### config.mk
export PLATFORM = sky130hd
export DESIGN_NAME = wb_sched
export DESIGN_NICKNAME = d
export VERILOG_FILES = /design/src/rtl/wb_sched_pkg.sv /design/src/rtl/wb_scoreboard.sv /design/src/rtl/wb_sched.sv
export SDC_FILE = /design/constraint.sdc
export NUM_CORES = 1
export LEC_CHECK = 0
export BUFFER_PORTS_ARGS = -buffer_cell sky130_fd_sc_hd__buf_2
export CAP_MARGIN = 30
export CORE_ASPECT_RATIO = 1.25
export CORE_MARGIN = 1
export CORE_UTILIZATION = 47
export CTS_BUF_LIST = sky130_fd_sc_hd__clkbuf_16
export DETAILED_ROUTE_END_ITERATION = 6
export PLACE_DENSITY = 0.88
export SLEW_MARGIN = 10
export SYNTH_ARGS = -nofsm -noshare
export SYNTH_HDL_FRONTEND = slang
export SYNTH_SLANG_ARGS = --single-unit
### constraint.sdc
create_clock -name clk -period 2.5 [get_ports clk]
set_clock_uncertainty 0.15 [all_clocks]
set_input_delay 0.125 -clock clk [delete_from_list [all_inputs] [get_ports clk]]
set_output_delay 0.125 -clock clk [all_outputs]
set_load 0.02 [all_outputs]
### src/rtl/wb_sched_pkg.sv
`default_nettype none
// ============================================================================
// Module   : wb_sched_pkg
// Purpose  : Shared widths, register count and arbitration result encoding
//            for the writeback scheduler.
// Revision : 1.0 - initial release
// ============================================================================
package wb_sched_pkg;

   localparam int ADDRESS_WIDTH_DEF = 5;
   localparam int DATA_WIDTH_DEF    = 32;
   localparam int NUM_REGS          = 2 ** ADDRESS_WIDTH_DEF;

   // Which execution path owns the write port this cycle
   typedef enum logic [1:0] {
      WB_NONE = 2'd0,
      WB_ALU  = 2'd1,
      WB_LSU  = 2'd2
   } wb_src_t;

endpackage : wb_sched_pkg
`default_nettype wire

### src/rtl/wb_scoreboard.sv
`default_nettype none
// ============================================================================
// Module   : wb_scoreboard
// Purpose  : Pending-destination scoreboard. One bit per architectural
//            register; raises the issue stall on RAW/WAW hazards.
// Revision : 1.0 - initial release
// ============================================================================
module wb_scoreboard
   import wb_sched_pkg::*;
#(
   parameter int ADDRESS_WIDTH = ADDRESS_WIDTH_DEF
) (
   input  logic                     clk,
   input  logic                     rst,
   input  logic                     iss_valid,
   input  logic [ADDRESS_WIDTH-1:0] iss_rs1,
   input  logic [ADDRESS_WIDTH-1:0] iss_rs2,
   input  logic [ADDRESS_WIDTH-1:0] iss_rd,
   input  logic                     iss_use_rs1,
   input  logic                     iss_use_rs2,
   input  logic                     clr_en,
   input  logic [ADDRESS_WIDTH-1:0] clr_idx,
   output logic                     iss_stall
);

   localparam int NREGS = 2 ** ADDRESS_WIDTH;

   logic [NREGS-1:0] pending_q;
   logic [NREGS-1:0] pending_d;
   logic             hazard;
   logic             accept;

   // Hazard compare: sources only when read, destination always (WAW)
   always_comb begin
      hazard    = (iss_use_rs1 & pending_q[iss_rs1])
                | (iss_use_rs2 & pending_q[iss_rs2])
                |  pending_q[iss_rd];
      iss_stall = rst | (iss_valid & hazard);
      accept    = iss_valid & ~iss_stall;
   end

   // Clear on committed write, set on accepted issue; x0 never pending.
   // Same-index set/clear cannot collide because the WAW check blocks it.
   always_comb begin
      pending_d = pending_q;
      if (clr_en) begin
         pending_d[clr_idx] = 1'b0;
      end
      if (accept && (iss_rd != '0)) begin
         pending_d[iss_rd] = 1'b1;
      end
      pending_d[0] = 1'b0;
   end

   // Pending vector register
   always_ff @(posedge clk) begin
      if (rst) begin
         pending_q <= '0;
      end else begin
         pending_q <= pending_d;
      end
   end

endmodule : wb_scoreboard
`default_nettype wire

### src/rtl/wb_sched.sv
`default_nettype none
// ============================================================================
// Module   : wb_sched
// Purpose  : Writeback scheduler. Arbitrates ALU vs load/store results onto
//            the single register-file write port with an ALU starvation
//            guard, and hosts the register scoreboard for issue stalls.
// Revision : 1.0 - initial release
// ============================================================================
module wb_sched
   import wb_sched_pkg::*;
#(
   parameter int ADDRESS_WIDTH = ADDRESS_WIDTH_DEF,
   parameter int DATA_WIDTH    = DATA_WIDTH_DEF,
   parameter int STARVE_LIMIT  = 4
) (
   input  logic                     clk,
   input  logic                     rst,
   // issue stage
   input  logic                     iss_valid,
   input  logic [ADDRESS_WIDTH-1:0] iss_rs1,
   input  logic [ADDRESS_WIDTH-1:0] iss_rs2,
   input  logic [ADDRESS_WIDTH-1:0] iss_rd,
   input  logic                     iss_use_rs1,
   input  logic                     iss_use_rs2,
   output logic                     iss_stall,
   // ALU writeback path
   input  logic                     alu_valid,
   input  logic [ADDRESS_WIDTH-1:0] alu_rd,
   input  logic [DATA_WIDTH-1:0]    alu_data,
   output logic                     alu_ready,
   // load/store writeback path
   input  logic                     lsu_valid,
   input  logic [ADDRESS_WIDTH-1:0] lsu_rd,
   input  logic [DATA_WIDTH-1:0]    lsu_data,
   output logic                     lsu_ready,
   // register file write port
   output logic                     WE3,
   output logic [ADDRESS_WIDTH-1:0] AD3,
   output logic [DATA_WIDTH-1:0]    WD3
);

   // Counter is 4 bits wide, enough for the 1..15 limit range
   localparam logic [3:0] LIMIT = 4'(STARVE_LIMIT);

   wb_src_t                  src;
   logic [3:0]               starve_cnt_q;
   logic [3:0]               starve_cnt_d;
   logic                     we3_q;
   logic                     we3_d;
   logic [ADDRESS_WIDTH-1:0] ad3_q;
   logic [ADDRESS_WIDTH-1:0] ad3_d;
   logic [DATA_WIDTH-1:0]    wd3_q;
   logic [DATA_WIDTH-1:0]    wd3_d;

   // Arbitration: LSU preferred, ALU forced once it has lost LIMIT times
   always_comb begin
      src = WB_NONE;
      if (!rst) begin
         if (alu_valid && lsu_valid) begin
            src = (starve_cnt_q == LIMIT) ? WB_ALU : WB_LSU;
         end else if (alu_valid) begin
            src = WB_ALU;
         end else if (lsu_valid) begin
            src = WB_LSU;
         end
      end
      alu_ready = (src == WB_ALU);
      lsu_ready = (src == WB_LSU);
   end

   // Starvation counter: count ALU losses (saturating), reset on ALU win
   always_comb begin
      starve_cnt_d = starve_cnt_q;
      if (src == WB_ALU) begin
         starve_cnt_d = '0;
      end else if (alu_valid && (starve_cnt_q != LIMIT)) begin
         starve_cnt_d = starve_cnt_q + 4'd1;
      end
   end

   // Write-port next state: winner's rd/data, enable suppressed for x0
   always_comb begin
      we3_d = 1'b0;
      ad3_d = ad3_q;
      wd3_d = wd3_q;
      case (src)
         WB_ALU: begin
            we3_d = (alu_rd != '0);
            ad3_d = alu_rd;
            wd3_d = alu_data;
         end
         WB_LSU: begin
            we3_d = (lsu_rd != '0);
            ad3_d = lsu_rd;
            wd3_d = lsu_data;
         end
         default: begin
            we3_d = 1'b0;
         end
      endcase
   end

   // Registered write port and starvation counter
   always_ff @(posedge clk) begin
      if (rst) begin
         starve_cnt_q <= '0;
         we3_q        <= 1'b0;
         ad3_q        <= '0;
         wd3_q        <= '0;
      end else begin
         starve_cnt_q <= starve_cnt_d;
         we3_q        <= we3_d;
         ad3_q        <= ad3_d;
         wd3_q        <= wd3_d;
      end
   end

   assign WE3 = we3_q;
   assign AD3 = ad3_q;
   assign WD3 = wd3_q;

   // Pending bits clear at the same edge the register file commits
   wb_scoreboard #(
      .ADDRESS_WIDTH (ADDRESS_WIDTH)
   ) u_sb (
      .clk         (clk),
      .rst         (rst),
      .iss_valid   (iss_valid),
      .iss_rs1     (iss_rs1),
      .iss_rs2     (iss_rs2),
      .iss_rd      (iss_rd),
      .iss_use_rs1 (iss_use_rs1),
      .iss_use_rs2 (iss_use_rs2),
      .clr_en      (we3_q),
      .clr_idx     (ad3_q),
      .iss_stall   (iss_stall)
   );

endmodule : wb_sched
`default_nettype wire

==> out/qor.csv <==
stage,metric,value,unit
logic_synthesis,synth-edff-count,0,
timing,clock.fmax,0.385,GHz
layout,finalNonFillerCells,782,
routing,drc_errors,0,
routing,drt_iter0_markers,365,
floorplan,dieWidth,89.6,um
routing,routed_wl,13500,um
logic_synthesis,syn_area_per_cell,8.60,sq um
global_routing,track_usage,0.283,
place,dp.cells,755,
setup_path,cp-start-kind,flop,
power_and_ir_drop,powerDensity,574,nW/um^2
setup_path,r2r_slack,60,ps
logic_synthesis,synth_area,4510,sq um
setup_path,endpoint,iss_stall,
global_routing,grt_pass1_wl,21700,um
layout,drive_above_1_share,0.375,
logic_synthesis,yosysUniqueCellTypes,47,
timing,hold-worst-slack,5.86,ps
clocking,clk_latency,330,ps
global_routing,grt_max_degree,76,
logic_synthesis,synth_area_leaders,"dfxtp_1, mux2i_1, nor2_1, o21ai_2, mux4_2",
setup_path,critPathKind,reg2out,
setup_path,timing.rr.end,u_sb.pending_q[21],
logic_synthesis,synth_flop_cell,dfxtp_1,
layout,multiInputGateArea,2810,sq um
logic_synthesis,synth_seq_area_share,0.324,
clocking,clockBufferDepth,2,
setup_path,worstPathArrival,2320,ps
timing,finalHoldViolCount,0,
floorplan,design.die.area,9980,sq um
timing,rsz0062_at_grt,true,
timing,final-setup-viol-count,1,
layout,syn2layout_area_growth,27.0,%
routing,antenna_left,0,
status,status,"finished, violations left",
timing,relSlewSlack,0.578,
global_routing,grt_pass1_vias,4533,
logic_synthesis,yosysWarnings,0,
timing,timing.final.ws_setup,-96.9,ps
layout,fillers,759,
floorplan,start_util,0.489,
setup_path,ff2ff_path_depth,8,
logic_synthesis,synth_top_area_frac,0.324,
layout,diodes,0,
setup_path,reg2reg_from,u_sb.pending_q[28],
floorplan,coreArea,9220,sq um
clocking,numCtsBuffers,9,
global_routing,grt_use_met2,0.479,
logic_synthesis,syn_inst,524,
global_routing,use_met1,0.312,
place,dpl.hpwl,9620,um
layout,final_nets,754,
floorplan,num_io_pins,137,
routing,post_drt_wl_per_cell,17.3,um
routing,via_per_inst,5.74,
layout,ff_latch_area,1480,sq um
logic_synthesis,syn_nets,624,
global_routing,antenna_found_initial,0,
global_routing,overflow,0,
hold_path,whs_path_depth,5,
setup_path,critPathCaptureType,primary output,
setup_path,startpoint,u_sb.pending_q[28],
timing,setup_tns,-96.9,ps
global_routing,grt-busiest-layer,met2,
clocking,cts-htree-levels,3,
timing,slew_violations,0,
power_and_ir_drop,ir_drop,0.390,mV
power_and_ir_drop,p_leak,2.43,nW
place,routabilityCongestion,0.988,
timing,worst_slew_pin_slew,631,ps
clocking,cts-root-buf,clkbuf_16,
hold_path,hold_class,in2reg,
clocking,cts.sinks,73,
clocking,clk_pin_slew_worst_paths,60,ps
power_and_ir_drop,total_power,0.00328,W
timing,finalCritPeriodShare,1.04,
hold_path,hold_start,alu_data[19],
routing,dr.pass1.iters,5,
floorplan,die_h,111,um
clocking,cts_tree,yes,
flow_run,cap_violations,0,
global_routing,gr-usage-met3,0.0667,
floorplan,num_rows,39,
place,numPortBuffers,136,
logic_synthesis,synth-seq-cells,73,
routing,routed-via-count,4490,
logic_synthesis,async_flop_share,0,
logic_synthesis,yosysTopAreaCell,dfxtp_1,
setup_path,cp.required,2230,ps
status,failed_checks,setup timing,
timing,finalCriticalPeriod,2600,ps
setup_path,critPathMaxFanout,4,
==> stage by stage <==
| stage | utilization | setup WS (ps) | instance area, sq um |
|---|---|---|---|
| after floorplan | - | 56.5 | 4510 |
| after global placement | 0.572 | 113 | 5270 |
| after detailed placement | 0.572 | 76.8 | 5270 |
| after CTS | 0.620 | -74.4 | 5720 |
| after global routing | 0.620 | -143 | 5720 |
| final | 0.620 | -96.9 | 5720 |
==> cells by family (layout without fill, tap and decap cells) <==
family                   after synthesis  in the layout  synth area share
adder cells (fa/ha/maj)                4              4            0.0111
AO/OA/AOI/OAI                        100            100             0.144
flip-flops                            73             73             0.324
buffers and inverters                 49            184            0.0503
AND/OR/NAND/NOR                      223            223             0.252
multiplexers                          72             72             0.212
XOR/XNOR                               3              3           0.00583
==> area by class of cell <==
cell class              count  share of cell area
clock buffers               9              0.0394
flip-flops and latches     73               0.258
repair buffers            161               0.160
inverters                   7             0.00459
well taps                 123              0.0269
multi-input cells         402               0.492
clock inverters             7              0.0192
==> placed cells by master, fill, tap and decap left out, types with 4 or more instances in the layout <==
cell | synthesis | routed
a21oi_1 | 38 | 38
and3_1 | 4 | 4
buf_2 | 2 | 135
buf_4 | 0 | 18
clkbuf_16 | 0 | 9
dfxtp_1 | 73 | 60
dfxtp_2 | 0 | 13
dlygate4sd3_1 | 0 | 4
inv_1 | 7 | 8
mux2_2 | 9 | 9
mux2i_1 | 47 | 47
mux4_2 | 10 | 14
nand2_1 | 47 | 47
nand3_1 | 15 | 15
nand3b_1 | 26 | 26
nor2_1 | 82 | 82
nor2b_1 | 18 | 18
nor3_1 | 7 | 7
nor3b_1 | 8 | 8
o21ai_0 | 20 | 20
o21ai_2 | 30 | 30
==> where the power goes <==
group          internal (W)  switching (W)
clock              0.000965       0.000488
combinational      0.000237       0.000337
sequential          0.00121      0.0000412
total               0.00242       0.000866
==> layer usage <==
metal	vias to the layer above	part of all wire
li1	2115	-
met1	2068	0.38
met2	251	0.50
met3	56	0.081
met4	0	0.044
met5	-	0
==> critical path, stage by stage (launching register included) <==
cell      delay [ps]
dfxtp_2          340
mux4_2           470
mux4_2           470
nand2b_4         160
nand4_4           60
nand4_4          130
a21o_2           230
buf_6            130
==> synthesized netlist by cell type (2+ instances only) <==
library cell and n:
buf_1 4, inv_1 7, dfxtp_1 73, nor3b_1 8, mux2i_1 47, or3b_2 2
ha_1 4, or4_1 2, mux4_2 10, nand3b_1 26, a21oi_1 38, nand4_1 2
nand2_1 47, and3b_1 2, mux2_2 9, o21ai_0 20, nor2b_1 18, or2_2 2
buf_6 4, nor2_1 82, xnor2_1 2, a311oi_1 2, nor3_1 7, and3_1 4
clkbuf_1 31, buf_2 2, mux4_1 6, nand3_1 15, o21ai_2 30
==> flip-flops by register name, summed over array words and instances (netlist names) <==
name and flops:
AD3 5, WD3 32, WE3 1, starve_cnt_q 4, u_sb.pending_q 31
==> worst min-delay path by stage <==
stage                         end
after floorplan               WE3
after global placement    WD3[27]
after detailed placement  WD3[17]
after CTS                  WD3[1]
after global routing       WD3[8]
final                     WD3[19]
==> repair_timing <==
action	CTS	global route
cloned	0	0
endpoints found under the hold margin	4	0
gates resized for setup	19	2
endpoints found under the setup margin	1	2
buffers inserted	7	0
pin swaps	3	0
hold buffers	4	0
Note: power is estimated with default switching activity, not from simulation.
